==> config.mk <==
export PLATFORM = sky130hd
export DESIGN_NAME = rr_grant_encoder
export DESIGN_NICKNAME = d
export VERILOG_FILES = /design/src/rtl/rr_grant_encoder.sv
export SDC_FILE = /design/constraint.sdc
export NUM_CORES = 1
export LEC_CHECK = 0
export ABC_AREA = 1
export CAP_MARGIN = 20
export CORE_MARGIN = 8
export CORE_UTILIZATION = 35
export CTS_CLUSTER_SIZE = 25
export DETAILED_ROUTE_END_ITERATION = 12
export PLACE_DENSITY = 0.51
export SYNTH_ARGS = -nofsm -noshare
export SYNTH_HDL_FRONTEND = slang
export SYNTH_SLANG_ARGS = --single-unit
==> constraint.sdc <==
create_clock -name clk -period 3.7 [get_ports clk]
set_clock_uncertainty 0.1 [all_clocks]
set_input_delay 0.555 -clock clk [delete_from_list [all_inputs] [get_ports clk]]
set_output_delay 0.555 -clock clk [all_outputs]
set_load 0.05 [all_outputs]
==> src/rtl/rr_grant_encoder.sv <==
// ---------------------------------------------------------------------------
// rr_grant_encoder
//   Registered round-robin arbiter. A level request vector is reduced to a
//   single granted requester, presented one-hot and binary-encoded behind a
//   valid/ready output stage. A granted entry is held under backpressure and
//   is never withdrawn. With STICKY=1 an accepted requester that keeps
//   requesting is re-granted up to MAX_BURST times in a row.
//
// Ports
//   clk        in   rising-edge clock
//   rst        in   asynchronous active-high reset
//   IN_req     in   [LEN]  level requests, bit i = requester i pending
//   OUT_ready  in   consumer accepts the current grant this cycle
//   OUT_valid  out  grant register holds a valid grant
//   OUT_idxOH  out  [LEN]  one-hot grant, zero when OUT_valid=0
//   OUT_idx    out  [IW]   binary index of the grant, zero when OUT_valid=0
// ---------------------------------------------------------------------------
module rr_grant_encoder #(
    parameter int LEN       = 8,
    parameter int STICKY    = 0,
    parameter int MAX_BURST = 4,
    localparam int IW       = (LEN == 1) ? 1 : $clog2(LEN),
    localparam int BW       = (MAX_BURST <= 1) ? 1 : $clog2(MAX_BURST + 1)
) (
    input  logic            clk,
    input  logic            rst,
    input  logic [LEN-1:0]  IN_req,
    input  logic            OUT_ready,
    output logic            OUT_valid,
    output logic [LEN-1:0]  OUT_idxOH,
    output logic [IW-1:0]   OUT_idx
);

    // Binary index to one-hot conversion over LEN requesters.
    function automatic logic [LEN-1:0] idx_to_onehot(input logic [IW-1:0] idx);
        logic [LEN-1:0] oh;
        oh = {LEN{1'b0}};
        for (int i = 0; i < LEN; i++) begin
            if (idx == IW'(i)) begin
                oh[i] = 1'b1;
            end else begin
                oh[i] = 1'b0;
            end
        end
        return oh;
    endfunction

    logic [IW-1:0]  ptr_r;
    logic [BW-1:0]  burst_r;

    logic           accept_s;
    logic           load_s;
    logic           req_still_s;
    logic [BW-1:0]  burst_inc_s;
    logic           sticky_cont_s;
    logic [IW-1:0]  next_ptr_s;
    logic [BW-1:0]  next_burst_s;
    logic [IW-1:0]  search_ptr_s;
    logic [LEN-1:0] eff_req_s;
    logic           found_s;
    logic [IW-1:0]  gnt_idx_s;
    logic [LEN-1:0] gnt_oh_s;

    // Handshake decode, sticky decision and next pointer/burst values.
    always_comb begin
        accept_s      = OUT_valid && OUT_ready;
        load_s        = !OUT_valid || accept_s;
        // Held grant still requested; one-hot mask avoids indexing by OUT_idx.
        req_still_s   = |(IN_req & OUT_idxOH);
        burst_inc_s   = burst_r + BW'(1);
        sticky_cont_s = (STICKY != 0) && accept_s && req_still_s &&
                        (32'(burst_inc_s) < 32'(MAX_BURST));
        if (sticky_cont_s) begin
            next_ptr_s   = OUT_idx;
            next_burst_s = burst_inc_s;
        end else begin
            next_ptr_s   = (OUT_idx == IW'(LEN - 1)) ? {IW{1'b0}} : OUT_idx + IW'(1);
            next_burst_s = {BW{1'b0}};
        end
        // On an accept the search already starts from the updated pointer,
        // so the grant loaded in the same edge honours the new fairness order.
        search_ptr_s = accept_s ? next_ptr_s : ptr_r;
        // Masking the just-accepted requester creates the one-cycle bubble
        // that keeps a lone requester from monopolising the consumer.
        if (accept_s && !sticky_cont_s) begin
            eff_req_s = IN_req & ~OUT_idxOH;
        end else begin
            eff_req_s = IN_req;
        end
    end

    // Round-robin search: walk offsets from the far end so the closest hit
    // at or above the search pointer is the one left standing.
    always_comb begin
        int cand_v;
        found_s   = 1'b0;
        gnt_idx_s = {IW{1'b0}};
        cand_v    = 0;
        for (int i = LEN - 1; i >= 0; i--) begin
            cand_v = int'(search_ptr_s) + i;
            cand_v = (cand_v >= LEN) ? cand_v - LEN : cand_v;
            if (eff_req_s[cand_v]) begin
                found_s   = 1'b1;
                gnt_idx_s = IW'(cand_v);
            end else begin
                found_s   = found_s;
            end
        end
        gnt_oh_s = idx_to_onehot(gnt_idx_s) & {LEN{found_s}};
    end

    // Grant register with fairness pointer and burst counter.
    always_ff @(posedge clk or posedge rst) begin
        if (rst) begin
            OUT_valid <= 1'b0;
            OUT_idxOH <= {LEN{1'b0}};
            OUT_idx   <= {IW{1'b0}};
            ptr_r     <= {IW{1'b0}};
            burst_r   <= {BW{1'b0}};
        end else if (load_s) begin
            OUT_valid <= found_s;
            OUT_idxOH <= gnt_oh_s;
            OUT_idx   <= gnt_idx_s;
            if (accept_s) begin
                ptr_r   <= next_ptr_s;
                burst_r <= next_burst_s;
            end else begin
                ptr_r   <= ptr_r;
                burst_r <= burst_r;
            end
        end else begin
            OUT_valid <= OUT_valid;
            OUT_idxOH <= OUT_idxOH;
            OUT_idx   <= OUT_idx;
            ptr_r     <= ptr_r;
            burst_r   <= burst_r;
        end
    end

    // One-hot and binary views must always agree; both are zero when idle.
    a_grant_consistent: assert property (@(posedge clk) disable iff (rst)
        $onehot0(OUT_idxOH) &&
        (OUT_valid ? (OUT_idxOH == idx_to_onehot(OUT_idx))
                   : ((OUT_idxOH == {LEN{1'b0}}) && (OUT_idx == {IW{1'b0}}))));

endmodule

# --- Yosys cells after proc, flatten, opt, wreduce, memory -nomap -nowiden ---
# Index checks and enable logic that the tools add are counted.
totals:
  latchBits: 0
  wordCells: 110
  register_bits: 15
  n_memories: 0
  input_bits: 11
  out_inout_bits: 12
  romBits: 0
  ram_bits: 0
classes:
  eq_ne: 8
  n_reduce_logical: 4
  muxes: 59
  order_cmp: 16
  n_mul: 0
  add_sub_neg: 16
  shifts: 0
  bitwise_logic: 3
  div_mod_pow: 0
ops:
  columns: ["cell", "n"]
  rows:
  - ["$lt 32x5->1 const B", 8]
  - ["$mux 32", 8]
  - ["$sub 4x4->5 const B", 7]
  - ["$mux 1", 32]
  - ["$mux 3", 10]
  - ["$ge 4x4->1 const B", 7]
  - ["$bmux 1 s3", 8]
  - ["$add 3x3->4 const B", 4]
  - ["$and 8x8->8", 2]
  - ["$eq 3x3->1 const B", 5]
  - ["$add 3x2->4 const B", 2]
  - ["$mux 8", 1]
  - ["$not 8->8", 1]
  - ["$eq 3x2->1 const B", 2]
  - ["$sub 3x4->5 const B", 1]
  - ["$add 3x1->4 const B", 1]
  - ["$ge 3x4->1 const B", 1]
  - ["$add 3x1->3 const B", 1]
  - ["$eq 3x1->1 const B", 1]
  - ["$logic_not 3->1", 1]
  - ["$logic_and 1x1->1", 1]
  - ["$logic_not 1->1", 1]
  - ["$logic_or 1x1->1", 1]

# --- Logic depth before layout (Yosys ltp) ---
# Gate-level depths: netlist (run 1).
logic_depth:
  word_depth: 20
  ltp_mapped: 23
  mapped_depth_nobuf: 21

# --- Least setup slack after synthesis (run 1) ---
# No wires, ideal clock.
synth_path:
  path_kind: "register -> register"
  startpoint: "reg OUT_idx[0]"
  endpoint: "reg OUT_idxOH[2]"
  t_required_ns: 3.534
  period_less_slack_ns: 3.173
  stages_incl_launch_ff: 20
  setup_slack_ns: 0.527
  t_arrival_ns: 3.007
  setup_time_ns: 0.066
  n_path_buf: 2
  path_cell_list: "dfrtp_1 ha_1 ha_1 nor2_1 nand2_4 nand2_4 buf_12 ha_1 buf_4 inv_1 nand3_1 nand3_1 nand2_1 a31oi_1 nand2_1 nand2_2 nand2_1 nor2_2 nand3_1 nand2_1"
synth_via:
  elab_chain_len: 20
  elab_cells_between_ends: 78
  classes_between: "add/sub: 16; order compare: 8; eq/ne: 2; mux: 51; bitwise: 1"
synth_lines:
  columns: ["element", "line", "text"]
  rows:
  - ["start, declared", "31", "output logic [IW-1:0] OUT_idx"]
  - ["start signal, assigned", "117", "OUT_idx <= {IW{1'b0}};"]
  - ["start signal, assigned", "123", "OUT_idx <= gnt_idx_s;"]
  - ["start signal, assigned", "134", "OUT_idx <= OUT_idx;"]
  - ["$add 3x1->3 / $eq 3x3->1 (equally long branches)", "77", "next_ptr_s = (OUT_idx == IW'(LEN - 1)) ? {IW{1'b0}} : OUT_idx + IW'(1);"]
  - ["$mux 3 *", "77", null]
  - ["$mux 3 *", null, null]
  - ["$add 3x3->4", "100", "cand_v = int'(search_ptr_s) + i;"]
  - ["$sub 4x4->5 / $ge 4x4->1 (equally long branches)", "101", "cand_v = (cand_v >= LEN) ? cand_v - LEN : cand_v;"]
  - ["$mux 32", "101", null]
  - ["$bmux 1 s3", "102", "if (eff_req_s[cand_v]) begin"]
  - ["$mux 1 (not written as such) (2 in a row)", "102", null]
  - ["$mux 3 (8 in a row)", "102", null]
  - ["$eq 3x2->1", "39", "if (idx == IW'(i)) begin"]
  - ["$mux 1", "39", null]
  - ["$and 8x8->8 *", "109", "gnt_oh_s = idx_to_onehot(gnt_idx_s) & {LEN{found_s}};"]
  - ["end signal, assigned", "116", "OUT_idxOH <= {LEN{1'b0}};"]
  - ["end signal, assigned", "122", "OUT_idxOH <= gnt_oh_s;"]
  - ["end signal, assigned", "133", "OUT_idxOH <= OUT_idxOH;"]
  - ["end, declared", "30", "output logic [LEN-1:0] OUT_idxOH,"]
# Every way passes the cells marked *; elsewhere a longest branch is shown, timed or not. The select of a mux whose other input is x is not followed.
# A chain may end at the register's enable or synchronous reset.

# --- Worst setup path after layout (run 1) ---
layout_path:
  startpoint: "in OUT_ready"
  endpoint: "reg OUT_idxOH[1]"
layout_via:
  elab_chain_len: 19
  elab_cells_between_ends: 78
  classes_between: "add/sub: 15; order compare: 8; eq/ne: 1; mux: 51; bitwise: 1; reduce/logical: 2"
layout_lines:
  columns: ["element", "line", "text"]
  rows:
  - ["start, declared", "28", "input logic OUT_ready,"]
  - ["$logic_and 1x1->1 *", "66", "accept_s = OUT_valid && OUT_ready;"]
  - ["$mux 3 *", null, null]
  - ["named net search_ptr_s[1]", "58", "logic [IW-1:0] search_ptr_s;"]
  - ["$add 3x3->4", "100", null]
  - ["$sub 4x4->5 / $ge 4x4->1 (equally long branches)", "101", null]
  - ["$mux 32", "101", null]
  - ["$bmux 1 s3", "102", null]
  - ["$mux 1 (not written as such) (2 in a row)", "102", null]
  - ["$mux 3 (8 in a row)", "102", null]
  - ["$eq 3x1->1", "39", null]
  - ["$mux 1", "39", null]
  - ["$and 8x8->8 *", "109", null]
# The timed path passes the listed nets; every way through them passes the cells marked *. The select of a mux whose other input is x is not followed.

==> key figures, run 1 <==
Logic synthesis
  • Cell accounting for the most synthesized area: dfrtp_1
  • #FFs+latches synth: 15
  • Top post-synthesis cells by count: 93 x nand2_1, 50 x nand3_1, 27 x inv_1, 15 x dfrtp_1, 15 x nand2_2
  • Syn Std Cell Area: 0.00161 mm^2
  • Synth unique cells: 27
  • Most common cell in the netlist: nand2_1
  • Post-synth EDFFs: 0
  • Top post-synthesis cells by area: dfrtp_1 23%, nand2_1 22%, nand3_1 16%, inv_1 6.3%, nand2_2 5.8%
  • Async S/R FF share, synth: between 90% and 100%
  • Syn_nets: about 270
  • Synth Flop Type: dfrtp_1
  • Cells after Synth: around 250
  • Synth Warn #: 0
  • Mapped Avg Cell Area: 6.37 um^2
  • Yosys top cell area share: roughly a quarter
  • Sequential fraction of the synthesis area: 23.3%

Routing
  • TritonRoute pass-1 iters: 4
  • DRT iter0 DRCs: 88
  • DRT antenna net count: 0
  • Via density: just under 5
  • Routed length per placed instance: 13.7 um
  • WL final: 4510 um
  • Drt drc: 0
  • Vias after detailed routing: 1625

Global route
  • Number of antenna violations at the first check in global routing: 0
  • GRT met2 Usage: around a fifth
  • Largest net degree at the start of global routing: 16
  • GRT overflow: 0
  • Vias in the first global route: 1623
  • Met1 Track Usage GR: 16.4%
  • First-pass GRT wire length: 7680 um
  • GRT Total Usage: 13.0%
  • Top Usage Layer GRT: met2
  • Global routing met3 resource utilization: around 2.4%

STA
  • Fmax: 321 MHz
  • Final Setup Violations: 0
  • Tmin final: between 3000 and 4000 ps
  • Slew Limit Fails: 0
  • Max-slew headroom: 59.3%
  • Fin Setup TNS: 0 ps
  • Worst-margin pin slew: 610 ps
  • RSZ-0062 raised after global routing: false
  • Slack of the critical path: 583 ps
  • Hold Vio Cnt, Final: 0
  • Final period util: between 80% and 90%

Floorplan
  • Die H: 83.9 um
  • Initial Utilization: 36.8%
  • Std-Cell Rows: 24
  • Core area: 0.00438 mm^2
  • Die area: 0.00704 mm^2
  • Die X: 83.9 um
  • IO Count: 23

Placement
  • Final HPWL DP: 3710 um
  • Pre-CTS setup slack: 306 ps
  • IO buf count: 22
  • Placer's final routability congestion estimate: 0.949

Clocking
  • CTS tree: built
  • Longest Clk Path Bufs: 2
  • Clk sinks: 15
  • H-tree Lvls: 1
  • Hold-fix buffers, CTS: 0
  • Post-CTS Repair Setup Buffers: 0
  • Clk_lat worst skew: ~250 ps
  • Root Buffer: clkbuf_8
  • CTS buffer count: 3
  • Worst-path clk slew: 60 ps
  • Cts repair resizes: 0

Min path
  • Worst min-delay path class: reg -> reg

Finish
  • Syn-to-layout area delta: 18.8%
  • Diode count: 0
  • Nets: 293
  • Share of cells above drive strength 1: 17.6%

Setup path
  • R2R cell count: 20
  • R2r startpoint: OUT_idx[0]
  • Crit path from: OUT_ready
  • Worst Path Required: roughly 3700 ps
  • Worst EP arrival: 3160 ps
  • R2R Setup Slk: between 600 and 700 ps
  • R2R Path End: OUT_idxOH[1]
  • CP Capture Point: OUT_idxOH[1]
  • CP Capture Type: flop
  • CP Class: in -> reg
  • Critical Path Fanout Max: 9
  • Startpoint types: input port

Run status
  • Run status: complete, no violations

Flow run
  • Max Cap Violations: 0
## worst min path at each step
| stage | from | to | slack [ps] | cells after the start |
|---|---|---|---|---|
| after floorplan | rst | OUT_idxOH[0] | 360 | 1 |
| final | OUT_idxOH[2] | OUT_idxOH[2] | 420 | 2 |
| after global placement | OUT_idxOH[7] | OUT_idxOH[7] | 400 | 2 |
| after global routing | OUT_idxOH[0] | OUT_idxOH[0] | 440 | 2 |
| after CTS | OUT_idxOH[0] | OUT_idxOH[0] | 420 | 2 |
| after detailed placement | OUT_idxOH[0] | OUT_idxOH[0] | 390 | 2 |
## state kept, by name (all words and copies together) (netlist names)
signal     flops
OUT_idx        3
OUT_idxOH      8
OUT_valid      1
ptr_r          3
## critical path, stage by stage
cell,delay (ps)
clkdlybuf4s50_1,600
nand2_8,110
o21ai_2,160
inv_2,120
ha_1,320
inv_1,200
nand3_1,130
nand3_1,100
nand2_1,120
nor2_1,110
nand2_1,50
nand3_1,70
nand2_1,60
nand2_1,70
nand2_2,70
nand2_1,80
nand2_2,100
nand3_1,100
nand2_1,50
## per-layer routing
metal  wire (um)  up-vias  part of all wire [%]
li1            -      852                     -
met1        2210      732                    49
met2        2060       30                    46
met3         131       11                   2.9
met4         108        0                   2.4
met5           0        -                     0
## through the flow
stage / instances / hold WS (ps) / cell area (um^2) / utilization (%)
after floorplan: 253 / 356 / 1610 / -
after global placement: 326 / 397 / 1870 / 42.6
after detailed placement: 326 / 391 / 1870 / 42.6
after CTS: 330 / 418 / 1920 / 43.7
after global routing: 330 / 440 / 1920 / 43.7
final: 330 / 415 / 1920 / 43.7
## area by class of cell
cell class                      count  area, um^2
Fill cell                         494        2470
Sequential cell                    15         375
Tap cell                           52        65.1
Multi-Input combinational cell    199        1040
Inverter                           32         123
Clock buffer                        3        41.3
Timing Repair Buffer               28         265
Clock inverter                      1        7.51
## layout by cell type (no fill, tap or decap)
cell / count
a21o_1: 1
a21oi_1: 4
a21oi_2: 2
a21oi_4: 2
a31oi_1: 1
buf_4: 6
clkbuf_8: 3
clkdlybuf4s50_1: 22
clkinvlp_4: 1
dfrtp_1: 15
ha_1: 3
inv_1: 27
inv_2: 4
inv_4: 1
nand2_1: 93
nand2_2: 15
nand2_4: 5
nand2_8: 1
nand3_1: 50
nand3_2: 5
nand4_1: 1
nor2_1: 7
nor2_2: 1
nor3_1: 1
o21ai_1: 2
o21ai_2: 3
xor2_1: 2
## logic make-up after synthesis
| family | share of synthesized area, % |
|---|---|
| AOI/OAI and AO/OA | 7.45 |
| xor gates and xnor gates | 1.09 |
| adders and majority gates | 2.33 |
| buffers and inverters | 12.3 |
| DFF | 23.3 |
| and+or+nand+nor | 53.5 |
Power of run 1 is left out: the tool's default activity adds up to more than one toggle a clock period on the data nets, which glitch-free logic cannot reach.
==> run 2: changes to the inputs <==
--- a/config.mk
+++ b/config.mk
@@ -11,7 +11,7 @@
 export CORE_UTILIZATION = 35
 export CTS_CLUSTER_SIZE = 25
 export DETAILED_ROUTE_END_ITERATION = 12
-export PLACE_DENSITY = 0.51
+export PLACE_DENSITY = 0.53
 export SYNTH_ARGS = -nofsm -noshare
 export SYNTH_HDL_FRONTEND = slang
 export SYNTH_SLANG_ARGS = --single-unit
==> constraint.sdc (replaced) <==
create_clock -name clk -period 2.6 [get_ports clk]
set_clock_uncertainty 0.1 [all_clocks]
set_input_delay 0.39 -clock clk [delete_from_list [all_inputs] [get_ports clk]]
set_output_delay 0.39 -clock clk [all_outputs]
set_load 0.05 [all_outputs]
==> run 2 against run 1 <==
Net effect: the flow now finishes with violations (negative setup slack); via count grew 6.3%; critical endpoint is now OUT_idxOH[0]; hold slack worse by 18 ps; routed wire length rose by 9.8%; count of clock-buffer cells in the layout grew 1; critical path depth rose by 1; first-iteration DRC count decreased by 15%; global-route usage increased by 1.1 points; setup slack lost 590 ps; final cell count rose by 8.5%; non-clock buffer count up 28.
==> key figures, run 2 (synthesis results as in run 1) <==
STA
  • Final Setup Violations: 4 (+4)
  • Max-slew headroom: 61.9% (+2.7 points)
  • Fmax: 383 MHz
  • RSZ-0062 raised after global routing: true
  • Hold slack: 397 ps (-17.9 ps)
  • Slew Limit Fails: 0 (unchanged)
  • Hold Vio Cnt, Final: 0 (unchanged)
  • Tmin final: 2610 ps
  • Final period util: 100%
  • Slack of the critical path: -10.4 ps (-593 ps)
  • Worst-margin pin slew: 570 ps (-39.8 ps)

Routing
  • WL final: 4950 um (+9.8%)
  • Drt drc: 0 (unchanged)
  • Via density: 4.83 (-2.0%)
  • DRT iter0 DRCs: 75 (-15%)
  • Routed length per placed instance: 13.8 um (+1.2%)
  • TritonRoute pass-1 iters: 4 (unchanged)
  • Vias after detailed routing: 1728 (+6.3%)
  • DRT antenna net count: 0 (unchanged)

Global route
  • Number of antenna violations at the first check in global routing: 0 (unchanged)
  • GRT overflow: 0 (unchanged)
  • First-pass GRT wire length: 8370 um (+9.0%)
  • GRT Total Usage: 14.1% (+1.1 points)
  • Vias in the first global route: 1721 (+6.0%)
  • Largest net degree at the start of global routing: 16 (unchanged)

Clocking
  • CTS buffer count: 3 (unchanged)
  • Hold-fix buffers, CTS: 0 (unchanged)
  • Clk sinks: 15 (unchanged)
  • H-tree Lvls: 1 (unchanged)
  • Clk_lat worst skew: 240 ps (about the same)
  • Worst-path clk slew: 60 ps (about the same)
  • CTS tree: built
  • Root Buffer: clkbuf_8
  • Longest Clk Path Bufs: 2 (unchanged)

Finish
  • Biggest regs: OUT_idxOH: 8 flops, OUT_idx: 3 flops, ptr_r: 3 flops
  • Most frequent cells in the layout: 86 x nand2_1, 34 x nand3_1, 30 x buf_4
  • Max reg flops: 8 (unchanged)
  • Most common cell after layout, fill and taps aside: nand2_1
  • Diode count: 0 (unchanged)
  • Share of cells above drive strength 1: 36.9% (+19 points)
  • Reg with most FFs: OUT_idxOH
  • Nets: 321 (+9.6%)
  • Syn-to-layout area delta: 46.5%

Setup path
  • Max stage delay on crit path: 440 ps (-160 ps)
  • CP Class: reg -> reg
  • Critical Path Fanout Max: 7 (-2)
  • Crit path cell chain: ha_4 -> ha_4 -> nor2_4 -> nand2_4 -> nand2_4 -> ha_4 -> inv_6 -> nand3_2 -> nand3_2 -> nand2_2 -> nor2_2 -> nand2_1 -> nand3_1 -> nand2_1 -> nand2_1 -> nand2_2 -> nand2_1 -> nand2_2 -> nand3_1 -> nand2_1
  • Startpoint types: flop
  • Most used cell, CP: nand2_1
  • Worst EP arrival: 2650 ps (-510 ps)
  • CP Capture Type: flop
  • CP max-delay cell: dfrtp_2
  • Worst Path Required: 2640 ps (-1100 ps)

Floorplan
  • Core area: 0.00438 mm^2 (unchanged)
  • Die area: 0.00704 mm^2 (unchanged)
  • Die H: 83.9 um (unchanged)
  • IO Count: 23 (unchanged)
  • Initial Utilization: 36.8% (unchanged)
  • Die X: 83.9 um (unchanged)
  • Std-Cell Rows: 24 (unchanged)

Placement
  • IO buf count: 22 (unchanged)
  • Final HPWL DP: 3960 um (+6.8%)
  • Placer's final routability congestion estimate: 0.846 (-11%)

Run status
  • Failing checks: negative setup slack
  • Run status: finished with violations

Min path
  • Worst min-delay path class: in -> async

Flow run
  • Max Cap Violations: 0 (unchanged)
run 2: cell types whose count changed in the layout (fill, tap and decap cells not counted), sizes merged:
cell,previous run,this run
clkbuf,3,4
clkinvlp,1,0
clkdlybuf4s50,22,21
dlygate4sd2,0,1
buf,6,34
run 2: layout make-up:
class,count,area (um^2)
timing repair buffer,56,510
inverter,32,128
sequential,15,378
clock buffer,4,45.0
tap,52,65.1
fill,437,2020
multi-input combinational,199,1240
run 2: timing repair:
action,4_1_cts,5_1_grt
endpoints found under the hold margin,0,0
setup buffers,1,2
pin swaps,7,11
setup endpoints to repair,10,12
gates resized for setup,9,23
run 2: path summary, 6_finish.rpt:
check / start / endpoint / slack [ps] / cells after the start
worst max register to register: OUT_idx[1] / OUT_idxOH[0] / -10 / 20
worst max-delay path: OUT_idx[1] / OUT_idxOH[0] / -10 / 20
max in group asynchronous: rst / OUT_idx[0] / 1590 / 2
worst min-delay path: rst / OUT_idx[2] / 400 / 2
worst min register to register: OUT_idxOH[4] / OUT_idxOH[4] / 410 / 2
min in group clk: OUT_idxOH[4] / OUT_idxOH[4] / 410 / 2
run 2: critical path, delay by kind of cell, from the launching register on:
family | cells | cell delay (ps)
and+or+nand+nor | 16 | 1300
adders and majority gates | 3 | 560
DFF | 1 | 440
buffers and inverters | 1 | 90
run 2: metal layers:
layer | routed length [um] | share of wire [%] | GRT usage (%)
met1 | 2440 | 49 | 19.1
met2 | 2300 | 46 | 22.7
met3 | 163 | 3.3 | 2.25
met4 | 46 | 0.93 | 2.98
met5 | 0 | 0 | 0
run 2: stage by stage:
step	utilization (%)	instances	setup TNS (ps)	area [um^2]	setup WS, ps
2_1_floorplan	-	253	-1740	1690	-185
3_3_place_gp	49.2	351	-3470	2160	-343
3_5_place_dp	49.2	351	-3790	2160	-363
4_1_cts	51.2	356	0	2240	0.738
5_1_grt	53.9	358	-1790	2360	-181
6_report	53.9	358	-35.7	2360	-10.4
Power of run 2 is left out for the same reason.
